**src/rtl/wb_regfile.sv**
```systemverilog
// wb_regfile: integer register file with same-cycle write-back bypass; optional WB_RETIRE_CNT_EN adds a committed-write counter
module wb_regfile #(
    parameter int DATA_W = 32,
    parameter int ADDR_W = 5
) (
    input  logic              clk,
    input  logic              rst,
    input  logic              we,
    input  logic [ADDR_W-1:0] waddr,
    input  logic [DATA_W-1:0] wdata,
    input  logic              re1,
    input  logic [ADDR_W-1:0] raddr1,
    output logic [DATA_W-1:0] rdata1,
    input  logic              re2,
    input  logic [ADDR_W-1:0] raddr2,
    output logic [DATA_W-1:0] rdata2
`ifdef WB_RETIRE_CNT_EN
    ,
    output logic [31:0]       wb_cnt_o
`endif
);
    localparam int NREGS = 2 ** ADDR_W;

    logic [DATA_W-1:0] regs [NREGS];
    logic              commit;

    assign commit = we && (waddr != '0);

    // storage: async clear, x0 never written so it stays zero
    always_ff @(posedge clk or negedge rst) begin
        if (!rst) begin
            for (int i = 0; i < NREGS; i++) regs[i] <= '0;
        end else if (commit) begin
            regs[waddr] <= wdata;
        end
    end

    // read ports: reset, disable and x0 force zero; a matching write is bypassed
    always_comb begin
        rdata1 = (!rst || !re1 || raddr1 == '0) ? '0 : (we && waddr == raddr1) ? wdata : regs[raddr1];
        rdata2 = (!rst || !re2 || raddr2 == '0) ? '0 : (we && waddr == raddr2) ? wdata : regs[raddr2];
    end

`ifdef WB_RETIRE_CNT_EN
    // counts writes that actually land in the file; wraps silently
    always_ff @(posedge clk or negedge rst) begin
        if (!rst) wb_cnt_o <= '0;
        else if (commit) wb_cnt_o <= wb_cnt_o + 32'd1;
    end
`endif
endmodule

```
**config.mk**
```make
export PLATFORM = sky130hd
export DESIGN_NAME = wb_regfile
export DESIGN_NICKNAME = d
export VERILOG_FILES = /design/src/rtl/wb_regfile.sv
export SDC_FILE = /design/constraint.sdc
export NUM_CORES = 2
export LEC_CHECK = 0
export CAP_MARGIN = 20
export CORE_MARGIN = 2
export CORE_UTILIZATION = 60
export CTS_BUF_LIST = sky130_fd_sc_hd__clkbuf_4
export CTS_CLUSTER_DIAMETER = 40
export DETAILED_ROUTE_END_ITERATION = 8
export GPL_TIMING_DRIVEN = 0
export PLACE_DENSITY = 0.77
export SYNTH_ARGS = -nofsm -noshare
export SYNTH_HDL_FRONTEND = slang
export SYNTH_SLANG_ARGS = --single-unit
```
**constraint.sdc**
```tcl
create_clock -name clk -period 2.8 [get_ports clk]
set_clock_uncertainty 0.05 [all_clocks]
set_input_delay 0.42 -clock clk [delete_from_list [all_inputs] [get_ports clk]]
set_output_delay 0.42 -clock clk [all_outputs]
set_load 0.05 [all_outputs]
```
* Word level (Yosys, flattened, before mapping)
Index checks and enable logic that the tools add are counted.
** Word-level totals
- Flip-flop bits (word level) :: 1024
- Input port bits :: 52
** Operators by class
- Magnitude comparators :: 4
- Equality and inequality tests :: 2
- Multiplexer cells :: 13
- Bitwise logic cells :: 3
- Reduce and logical (&&, ||, !) cells :: 14
** Operator list (number)
- $bwmux 1024 :: 1
- $bmux 32 s5 :: 2
- $mux 32 :: 9
- $demux 32 s5 :: 1
- $ge 6x6->1 const B :: 3
- $not 5->6 :: 3
- $eq 5x5->1 :: 2
- $logic_not 5->1 :: 2
- $lt 6x1->1 const B :: 1
- $reduce_bool 5->1 :: 1
- $logic_and 1x1->1 :: 4
- $logic_or 1x1->1 :: 4
- $logic_not 1->1 :: 3

* Longest topological paths before layout
- Word-level depth :: 6
- Gate-level depth with buffers :: 9
- Gate-level depth less buffers :: 4

* Worst setup path after synthesis
Ideal clock, no wire load.
- Kind :: in2out
- From :: input raddr1[2]
- To :: output rdata1[11]
- Arrival :: 3.258 ns
- Required time :: 2.330 ns
- Setup slack :: -0.928 ns
- Stages :: 8
- Path buffers :: 4
- Cells stage by stage :: buf_2 -> or3_1 -> clkbuf_1 -> buf_6 -> buf_6 -> o22ai_1 -> o32ai_1 -> o41ai_1
** On the way
- Longest elaborated chain between the ends :: 6
** Ends and longest elaborated chain
- from (decl) :: line 12 : input logic [ADDR_W-1:0] raddr1,
- $not 5->6 (not written as such) :: line 40 : rdata1 = (!rst || !re1 || raddr1 == '0) ? '0 : (we && waddr == raddr1) ? wdata : regs[raddr1];
- $bmux 32 s5 :: line 40
- $mux 32 (not written as such) (2 in series) :: line 40
- $mux 32 :: line 40
- $mux 32 (*) :: line 40
- to (decl) :: line 13 : output logic [DATA_W-1:0] rdata1,
Every way passes the cells marked *; elsewhere a longest branch is shown, timed or not. The select of a mux whose other input is x is not followed.

* Worst setup path after layout
- From :: input raddr1[2]
- To :: output rdata1[31]
Same word-level chain as after synthesis.

==> out/qor_table.md <==
| Quantity | This run | Unit |
|---|---|---|
| Area enclosed by the die boundary | 96100 | µm² |
| Clock-pin transition on the worst setup and hold timing paths | 60 | ps |
| Global routing met2 resource utilization | 67.3 | % |
| Leakage power | 29.5 | nW |
| Power per standard cell area | 661 | nW/µm² |
| Critical path's slowest cell | sky130_fd_sc_hd__o41ai_4 | - |
| Final cycle utilization of the critical path | 133 | % |
| Layout cells sized above 1 | 57.0 | % |
| Most used flip-flop cell after synthesis | sky130_fd_sc_hd__dfrtp_1 | - |
| Via count of the first global-routing pass | 46000 | - |
| Top-Level Pins | 116 | - |
| Endpoint class of the critical path | output port | - |
| Most area-consuming cells after synthesis | sky130_fd_sc_hd__dfrtp_1 46%, sky130_fd_sc_hd__mux2_2 20%, sky130_fd_sc_hd__mux4_2 16%, sky130_fd_sc_hd__mux2i_1 5.3%, sky130_fd_sc_hd__o221ai_1 1.7% | - |
| Mux share of post-synthesis cell area | 41.2 | % |
| Number of nets produced by synthesis | 3875 | - |
| Layout overhead on the synthesized area | 21.4 | % |
| Switching share of power | 32.2 | % |
| Core area | 93000 | µm² |
| Combined area of all synthesized cells | 56200 | µm² |
| Arithmetic-cell share of the synthesized area counting full adders, half adders and majority gates | 0 | % |
| HPWL after DPL | 153 | mm |
| Area share of the leading cell type in the synthesized netlist | 45.6 | % |
| Grt met1 use | 60.8 | % |
| Library cell used as clock root buffer | sky130_fd_sc_hd__clkbuf_4 | - |
| Crit path setup slack, layout | -928 | ps |
| Per-instance average area after synthesis | 14.7 | µm² |
| DRC Markers | 2 | - |
| Setup-violating endpoint count in the final report | 73 | - |
| Biggest registers after layout | regs: 1024 flops | - |
| Internal power component | 30.6 | mW |
| First-pass GRT wire length | 331 | mm |
| Path type of the worst setup path | input pin to output port | - |
| Setup crit start | raddr1[2] | - |
| Floorplan row count | 112 | - |
| Max transition margin | 2.33 | % |
| Cell depth of the worst hold path | 2 | - |
| Clock latency at the later pin of the worst-skew pair | 1240 | ps |
| Max reg flops | 1024 | - |
| Antenna violations before repair | 12 | - |
| Number of optimization iterations in the first detailed-route pass | 9 | - |
| Global placement routability congestion | 1.02 | - |
| Aggregate global routing overflow | 0 | - |
| Violated checks | design-rule violations, negative setup slack | - |
| Reg-to-reg startpoint | regs[512] | - |
| Share of power burned in the clock network | 30.2 | % |
| Total count of max-transition violations in the final report | 0 | - |
| Die width | 310 | µm |
| Min cycle time layout | 3730 | ps |
| Highest fanout seen on the critical path | 10 | - |
| Pin count of the biggest net entering global routing | 163 | - |
| Asr flop ratio synth | 100 | % |
| Number of max-cap violations | 0 | - |
| Vias post-DR | 45500 | - |
| Post-placement cell area | 60400 | µm² |
| Per-cell routed wire length | 41.0 | µm |
| Worst hold path class | input pin to flop | - |
| Total Wirelength | 240 | mm |
| # port buffers | 102 | - |
| RSZ-0062 raised after global routing | true | - |
| Number of enable-type register cells in the synthesized netlist | 0 | - |
| Non-Filler Cell Area, Final | 68200 | µm² |
| Hold Slack | 51.9 | ps |
| Top register by number of flip-flops | regs | - |
| Post-Synthesis Cells | 3823 | - |
| Hold Violations, Final | 0 | - |
| Remaining antenna violation count | 0 | - |
| Vias per cell | 7.76 | - |
| Number of buffers added by the clock tree synthesis step | 295 | - |
| Cells along the critical path | buf_2, buf_2, clkbuf_2, mux4_2, a2111oi_4, o41ai_4, buf_6 | - |
| Sw Pwr | 14.5 | mW |
| M3 GR Usage | 25.5 | % |
| Count of yosys warnings during synthesis | 0 | - |
| Final nets | 4469 | - |
| Dominant combinational cell family by area after synthesis | multiplexers | - |
| Tightest Pin Transition | 1460 | ps |
| CTS HTree Levels | 5 | - |
| Combinational fraction of design power | 25.8 | % |
| Synth area leader | sky130_fd_sc_hd__dfrtp_1 | - |
| Crit-path max cell delay | 680 | ps |
| Compound-Gate Fraction of Synth Area | 6.66 | % |
| Most repeated library cell on the critical path | sky130_fd_sc_hd__buf_2 | - |
| Sequential element share of the synthesized area | 45.6 | % |
| Launch instance of the worst min-delay path | wdata[0] | - |
| Outcome | finished, violations left | - |
| Sequential power share | 44.0 | % |
| Simple-Gate Fraction of Synth Area | 2.30 | % |
| Flip-flop and latch count after synthesis | 1024 | - |
| CTS tree | built | - |
| Busiest layer in global routing | met2 | - |
| Worst vdd rail ir drop | 0.000501 | V |
| Distinct cells, synth | 51 | - |
| Required time of the critical path | 2330 | ps |
| Total number of clock tree sinks | 1024 | - |
| Initial core utilization | 60.4 | % |
| Global routing usage summed across all routing layers | 50.3 | % |
| Data arrival, critical path | 3260 | ps |
| Max clock buf depth | 4 | - |
| Depth of the most critical reg-to-reg path | 2 | - |
| Die extent in y | 310 | µm |
| Startpoint class of the critical path | input pin | - |
| Xor/xnor cell area share of the yosys netlist | 0.156 | % |
| Maximum frequency from static timing analysis | 268 | MHz |
| Number of violations reported at the end of detailed-routing iteration 0 | 7163 | - |
[cells in the mapped netlist (all sizes together) (12+ instances only)]
library cell  count
dfrtp          1024
o221ai          119
nand2            24
o41ai            39
nor2             20
a221oi           25
buf             218
mux2i           300
nand4            65
clkbuf          244
a22oi            12
o22ai            70
nor2b            72
a22o             25
o32ai            31
mux4            387
a2111oi          64
mux2           1017
[area by class of cell]
type / count / area, µm²
multi-input combinational: 2334 / 31300
sequential: 1024 / 25600
fill: 6061 / 24800
timing repair buffer: 298 / 3830
clock buffer: 415 / 3120
buffer: 461 / 2520
tap: 1254 / 1570
clock inverter: 57 / 250
antenna: 17 / 42.5
inverter: 3 / 15.0
[stage by stage]
step / utilization, % / TNS [ps] / setup slack [ps] / std cells / power, mW
floorplan: - / -2850 / -241 / 3823 / 26.4
global placement: 63.9 / - / -46920 / 5179 / 29.2
detailed placement: 64.9 / -559590 / -3320 / 5236 / 29.7
CTS: 72.6 / -37990 / -748 / 5830 / 44.1
global route: 73.3 / -40690 / -811 / 5857 / 46.3
finish: 73.3 / -44420 / -928 / 5863 / 45.1
[repair_timing]
| item | in CTS | in global routing |
|---|---|---|
| setup endpoints to repair | 64 | 74 |
| hold buffers | 61 | 0 |
| endpoints found under the hold margin | 1113 | 0 |
| resized for setup | 848 | 99 |
| setup buffers | 51 | 7 |
| cloned | 11 | 0 |
| pin swaps | 162 | 68 |
[worst max-delay path, delay by kind of cell]
family	cells	cell delay (ps)
mux	1	390
compound gates	2	780
buf+inv	4	1630
[layer usage]
metal  part of all wire [%]  vias up  routed length [µm]
met4                    9.7       11               23400
li1                       -    16400                   -
met5                   0.10        -                 240
met2                     41     4563               97700
met1                     33    23000               79500
met3                     16     1474               39500
[cells in the final DEF (no fill, tap or decap), drive strengths merged, types with 34 or more instances in the layout]
cell type	n
mux2	1017
nand4	65
mux2i	300
clkbuf	662
o22ai	70
clkdlybuf4s50	34
buf	410
mux4	387
clkinv	49
dlygate4sd3	51
nor2b	72
o41ai	39
a2111oi	64
dfrtp	1024
o221ai	119
[cell families after synthesis]
| logic type | Yosys count |
|---|---|
| multiplexers | 1704 |
| flip-flops | 1024 |
| buffers and inverters | 465 |
| AO/OA/AOI/OAI | 399 |
| AND/OR/NAND/NOR | 221 |
| XOR/XNOR | 10 |
[power by group through the flow]
stage	Clock, mW	Combinational, mW	Sequential (mW)
3_5_place_dp	0	9.82	19.9
3_3_place_gp	0	9.31	19.9
4_1_cts	13.4	11.1	19.6
2_1_floorplan	0	7.22	19.1
5_1_grt	14.3	12.0	20.1
6_report	13.6	11.6	19.8
[path summary, 6_finish.rpt]
kind / end / slack (ps)
setup / recovery: rdata1[31] / -930
min in group asynchronous: regs[147] / 70
max in group asynchronous: regs[335] / 1210
setup reg to reg: regs[512] / 1840
hold reg to reg: regs[1011] / 430
hold / removal: regs[64] / 50
(Power assumes the default switching activity.)
